`src/rtl/pipe_hazard_unit.sv`:
```
// Hazard detection and operand forwarding for the in-order pipeline.
// A shadow pipeline tracks the destination of every in-flight instruction
// after ID; operands are either forwarded from the youngest producer or the
// ID stage is stalled until the producer's result becomes usable.
module pipe_hazard_unit #(
    parameter int REG_ADDR_W = 3,
    parameter int DATA_W     = 16,
    parameter int STAGES     = 3,
    parameter int LOAD_STAGE = 1,
    parameter int FWD_EN     = 1,
    parameter int CNT_W      = 16
) (
    input  logic                     clk,
    input  logic                     rst,
    input  logic                     id_valid,
    input  logic [REG_ADDR_W-1:0]    id_src_addr,
    input  logic                     id_src_used,
    input  logic [REG_ADDR_W-1:0]    id_dst_addr,
    input  logic                     id_dst_read,
    input  logic                     id_wb,
    input  logic                     id_mr,
    input  logic                     flush,
    input  logic [DATA_W-1:0]        rf_src_data,
    input  logic [DATA_W-1:0]        rf_dst_data,
    input  logic [STAGES*DATA_W-1:0] stage_data,
    output logic [DATA_W-1:0]        src_data,
    output logic [DATA_W-1:0]        dst_data,
    output logic [3:0]               src_sel,
    output logic [3:0]               dst_sel,
    output logic                     stall,
    output logic [CNT_W-1:0]         stall_count
);

    // Shadow entry k: index 0 = EX, 1 = MEM, 2 = WB, ...
    logic [STAGES-1:0]                 v_q, v_d;
    logic [STAGES-1:0]                 wb_q, wb_d;
    logic [STAGES-1:0]                 mr_q, mr_d;
    logic [STAGES-1:0][REG_ADDR_W-1:0] dst_q, dst_d;
    logic [CNT_W-1:0]                  stall_count_q, stall_count_d;

    logic src_haz, dst_haz;

    // Youngest producer wins. A load younger than LOAD_STAGE has no usable
    // result yet, and in stall-only mode every producer is a hazard.
    function automatic void lookup(
        input  logic [REG_ADDR_W-1:0] addr,
        input  logic [DATA_W-1:0]     rf,
        output logic                  haz,
        output logic [3:0]            sel,
        output logic [DATA_W-1:0]     data
    );
        logic found;
        haz   = 1'b0;
        sel   = 4'd0;
        data  = rf;
        found = 1'b0;
        for (int k = 0; k < STAGES; k++) begin
            if (!found && v_q[k] && wb_q[k] && dst_q[k] == addr) begin
                found = 1'b1;
                if (FWD_EN == 0 || (mr_q[k] && k < LOAD_STAGE)) begin
                    haz = 1'b1;
                end else begin
                    sel  = 4'(k + 1);
                    data = stage_data[k*DATA_W +: DATA_W];
                end
            end
        end
    endfunction

    // Operand selection and stall decision, zero latency from ID inputs.
    always_comb begin
        src_haz = 1'b0;
        dst_haz = 1'b0;
        src_sel = 4'd0;
        dst_sel = 4'd0;
        src_data = rf_src_data;
        dst_data = rf_dst_data;
        lookup(id_src_addr, rf_src_data, src_haz, src_sel, src_data);
        lookup(id_dst_addr, rf_dst_data, dst_haz, dst_sel, dst_data);
        // flush kills the ID instruction, so it can never stall
        stall = id_valid & ~flush &
                ((id_src_used & src_haz) | (id_dst_read & dst_haz));
    end

    // Shadow pipeline advance; a stalled or flushed ID inserts a bubble and
    // flush also kills the instruction moving from EX to MEM.
    always_comb begin
        v_d   = v_q;
        wb_d  = wb_q;
        mr_d  = mr_q;
        dst_d = dst_q;
        v_d[0]   = id_valid & ~stall & ~flush;
        dst_d[0] = id_dst_addr;
        wb_d[0]  = id_wb;
        mr_d[0]  = id_mr;
        for (int k = 1; k < STAGES; k++) begin
            v_d[k]   = v_q[k-1] & ~(flush && k == 1);
            dst_d[k] = dst_q[k-1];
            wb_d[k]  = wb_q[k-1];
            mr_d[k]  = mr_q[k-1];
        end
    end

    // Saturating stall-cycle counter.
    always_comb begin
        stall_count_d = stall_count_q;
        if (stall && stall_count_q != {CNT_W{1'b1}}) begin
            stall_count_d = stall_count_q + CNT_W'(1);
        end
    end

    // State registers; reset only needs to clear valid bits and the counter.
    always_ff @(posedge clk) begin
        if (rst) begin
            v_q           <= '0;
            stall_count_q <= '0;
        end else begin
            v_q           <= v_d;
            wb_q          <= wb_d;
            mr_q          <= mr_d;
            dst_q         <= dst_d;
            stall_count_q <= stall_count_d;
        end
    end

    assign stall_count = stall_count_q;

endmodule

```
`config.mk`:
```
export PLATFORM = sky130hd
export DESIGN_NAME = pipe_hazard_unit
export DESIGN_NICKNAME = d
export VERILOG_FILES = /design/src/rtl/pipe_hazard_unit.sv
export SDC_FILE = /design/constraint.sdc
export NUM_CORES = 1
export LEC_CHECK = 0
export CAP_MARGIN = 15
export CORE_UTILIZATION = 44
export CTS_BUF_LIST = sky130_fd_sc_hd__clkbuf_2 sky130_fd_sc_hd__clkbuf_4 sky130_fd_sc_hd__clkbuf_8
export CTS_CLUSTER_SIZE = 16
export DETAILED_ROUTE_END_ITERATION = 12
export GPL_TIMING_DRIVEN = 0
export PLACE_DENSITY = 0.9
export SETUP_SLACK_MARGIN = 0.4
export SLEW_MARGIN = 20
export SYNTH_ARGS = -nofsm -noshare
export SYNTH_HDL_FRONTEND = slang
export SYNTH_SLANG_ARGS = --single-unit
```
`constraint.sdc`:
```
create_clock -name clk -period 8.6 [get_ports clk]
set_clock_uncertainty 0.15 [all_clocks]
set_input_delay 1.72 -clock clk [delete_from_list [all_inputs] [get_ports clk]]
set_output_delay 1.72 -clock clk [all_outputs]
set_load 0.01 [all_outputs]
```
==> flow_metrics.py <==
metrics = {
    "place": {
        "place.gp.congestion": 0.900,
        "port_buffers": 145,
        "dpl.hpwl_um": 7700,
    },
    "sta": {
        "setup_viol": 0,
        "worst_pin_slew_ps": 613,
        "rsz0062_at_grt": "no",
        "holdWs_ps": 305,
        "slew_headroom": 0.588,
        "tns_ps": 0,
        "hold_viol_final": 0,
        "fmax_mhz": 149,
        "slew_viol_final": 0,
        "period_minus_slack_ps": 6710,
        "post-route-period-util": 0.780,
    },
    "yosys": {
        "synth_top_area_frac": 0.139,
        "syn_inst": 324,
        "synth.most_common_cell": "mux2i_1",
        "ys_warn_count": 0,
        "ys_ff_latch": 32,
        "syn_area_sq_mm": 0.00281,
        "yosys-top-cells-count": "mux2i_1, nor2_1, nand2_1",
        "synth_edf_count": 13,
        "synth_area_leaders": "edfxtp_1, dfxtp_1, mux2i_1",
        "avgSynthCellArea_sq_um": 8.68,
        "synth.largest_area_cell": "edfxtp_1",
        "async_reset_ff_frac": 0,
        "synth_cell_type_count": 48,
        "synthFlopType": "dfxtp_1",
        "yosysSeqAreaShare": 0.274,
    },
    "drt": {
        "wl_per_cell_um": 17.8,
        "drt_wl_total_um": 9870,
        "drtIter0Drc": 156,
        "drtPass1Iterations": 5,
        "via_per_inst": 5.74,
        "drc_errors": 0,
        "postRouteAntennaNets": 0,
        "vias": 3185,
    },
    "floorplan": {
        "dieArea_sq_mm": 0.00672,
        "ios": 151,
        "die_height_um": 82.0,
        "initial_core_util": 0.467,
        "core_sq_mm": 0.00603,
        "dieWidth_um": 82.0,
        "rows": 28,
    },
    "cells_and_area": {
        "finalNetCount": 574,
        "final_core_util": 0.739,
        "drive_above_1_share": 0.0979,
        "insertedDiodeCount": 0,
        "area_delta_synth_final_pct": 58.3,
    },
    "cts": {
        "cts_tree": "done",
        "cts_resized": 0,
        "cts_sinks": 32,
        "clk_pin_slew_ps": 60,
        "post_cts_buffers": 0,
        "cts-root-buf": "clkbuf_8",
        "cts_buffer_depth": 2,
        "htreeDepth": 2,
        "cts_made_buffers": 5,
        "holdBufCountCts": 0,
        "insertion_delay_ps": 290,
    },
    "flow_run": {
        "drv_cap": 0,
    },
    "global_routing": {
        "grt_antenna_before_repair": 0,
        "grt-ovfl-total": 0,
        "grt_pass1_wl_um": 15200,
        "grtUsageTotal": 0.295,
        "grt_pass1_vias": 3123,
        "grt_max_degree": 16,
    },
    "worst_setup_path": {
        "cp.required_ps": 6730,
        "arrival_ps": 4840,
        "worstSetupStartpointType": "primary input",
        "worstPathMaxFanout": 10,
        "endpoint_kind": "output port",
        "worstSetupPathType": "primary input to output port",
    },
    "status": {
        "status": "completed",
    },
    "power": {
        "ir_drop_mv": 0.116,
        "powerDensity_mw_per_mm2": 87.4,
        "power.leakage_nw": 1.67,
    },
    "worst_hold_path": {
        "hold_path_class": "flop to flop",
    },
}
## where the power goes
group          leakage, nW  internal, mW  switching [mW]  total (mW)
clock network       0.0453        0.0548          0.0561       0.111
logic                 1.34        0.0693          0.0413       0.111
registers            0.280         0.164         0.00395       0.167
## path summary, 6_finish.rpt
kind	startpoint	endpoint	slack, ps	depth (start not counted)
min	wb_q[1]	wb_q[2]	310	0
max reg2reg	dst_d[4]	stall_count[10]	5890	6
min reg2reg	wb_q[1]	wb_q[2]	310	0
max	id_src_addr[0]	src_data[11]	1890	9
## logic make-up (layout without fill, tap and decap cells)
| family | count (synthesis) | after routing | synth area share |
|---|---|---|---|
| other | 1 | 4 | 0.00133 |
| xor gates and xnor gates | 18 | 18 | 0.0560 |
| buffers and inverters | 45 | 198 | 0.0743 |
| adders and majority gates | 1 | 1 | 0.00445 |
| DFF | 32 | 32 | 0.274 |
| AOI/OAI and AO/OA | 66 | 66 | 0.210 |
| and+or+nand+nor | 119 | 119 | 0.226 |
| muxes | 42 | 42 | 0.153 |
## layout by cell type (no fill, tap or decap), drive strengths merged, types with 3 or more instances in the layout
| master | instances |
|---|---|
| a21oi | 8 |
| nor3 | 5 |
| clkinv | 3 |
| nand2 | 29 |
| conb | 4 |
| dfxtp | 19 |
| inv | 21 |
| a221oi | 16 |
| or4 | 6 |
| edfxtp | 13 |
| mux2 | 9 |
| nand3 | 5 |
| nor2b | 11 |
| o31ai | 4 |
| or2 | 4 |
| nor4 | 11 |
| o21a | 16 |
| buf | 13 |
| mux2i | 33 |
| a22o | 16 |
| clkdlybuf4s50 | 145 |
| xor2 | 16 |
| clkbuf | 16 |
| nor2 | 32 |
## flip-flops by register name (all words and copies together) (netlist names)
name / cells
dst_d: 6
mr_q: 1
dst_q: 3
stall_count: 16
wb_q: 3
v_q: 3
## metal layers
layer  GRT usage  up-vias  routed length (um)
met5           0        -                   0
met1       0.329     1503                3680
met4       0.140        0                 362
met3      0.0789       29                 936
met2       0.516      160                4890
li1            -     1493                   -
## area by class of cell
cell class                 count  area [sq um]
multi-input combinational    250          1840
buffer                        24           130
fill                         449          1570
tap                           75          93.8
sequential                    32           771
inverter                      21          78.8
timing repair buffer         145          1450
clock inverter                 3          13.8
clock buffer                   5          68.8
## through the flow
stage / cells / power [mW] / setup WS [ps] / instance area, sq um
2_1_floorplan: 327 / 0.208 / 3360 / 2820
3_3_place_gp: 547 / 0.277 / 1960 / 4370
3_5_place_dp: 547 / 0.280 / 1910 / 4370
4_1_cts: 555 / 0.389 / 1860 / 4450
5_1_grt: 555 / 0.403 / 1710 / 4450
6_report: 555 / 0.389 / 1890 / 4450
## critical path: stages
cell	delay, ps
clkdlybuf4s50_1	520
xor2_1	210
nor4_1	560
or3b_2	220
clkbuf_1	280
clkbuf_1	440
o21a_1	200
a22o_1	150
clkdlybuf4s50_1	540
Power figures use the tool's default switching activity.
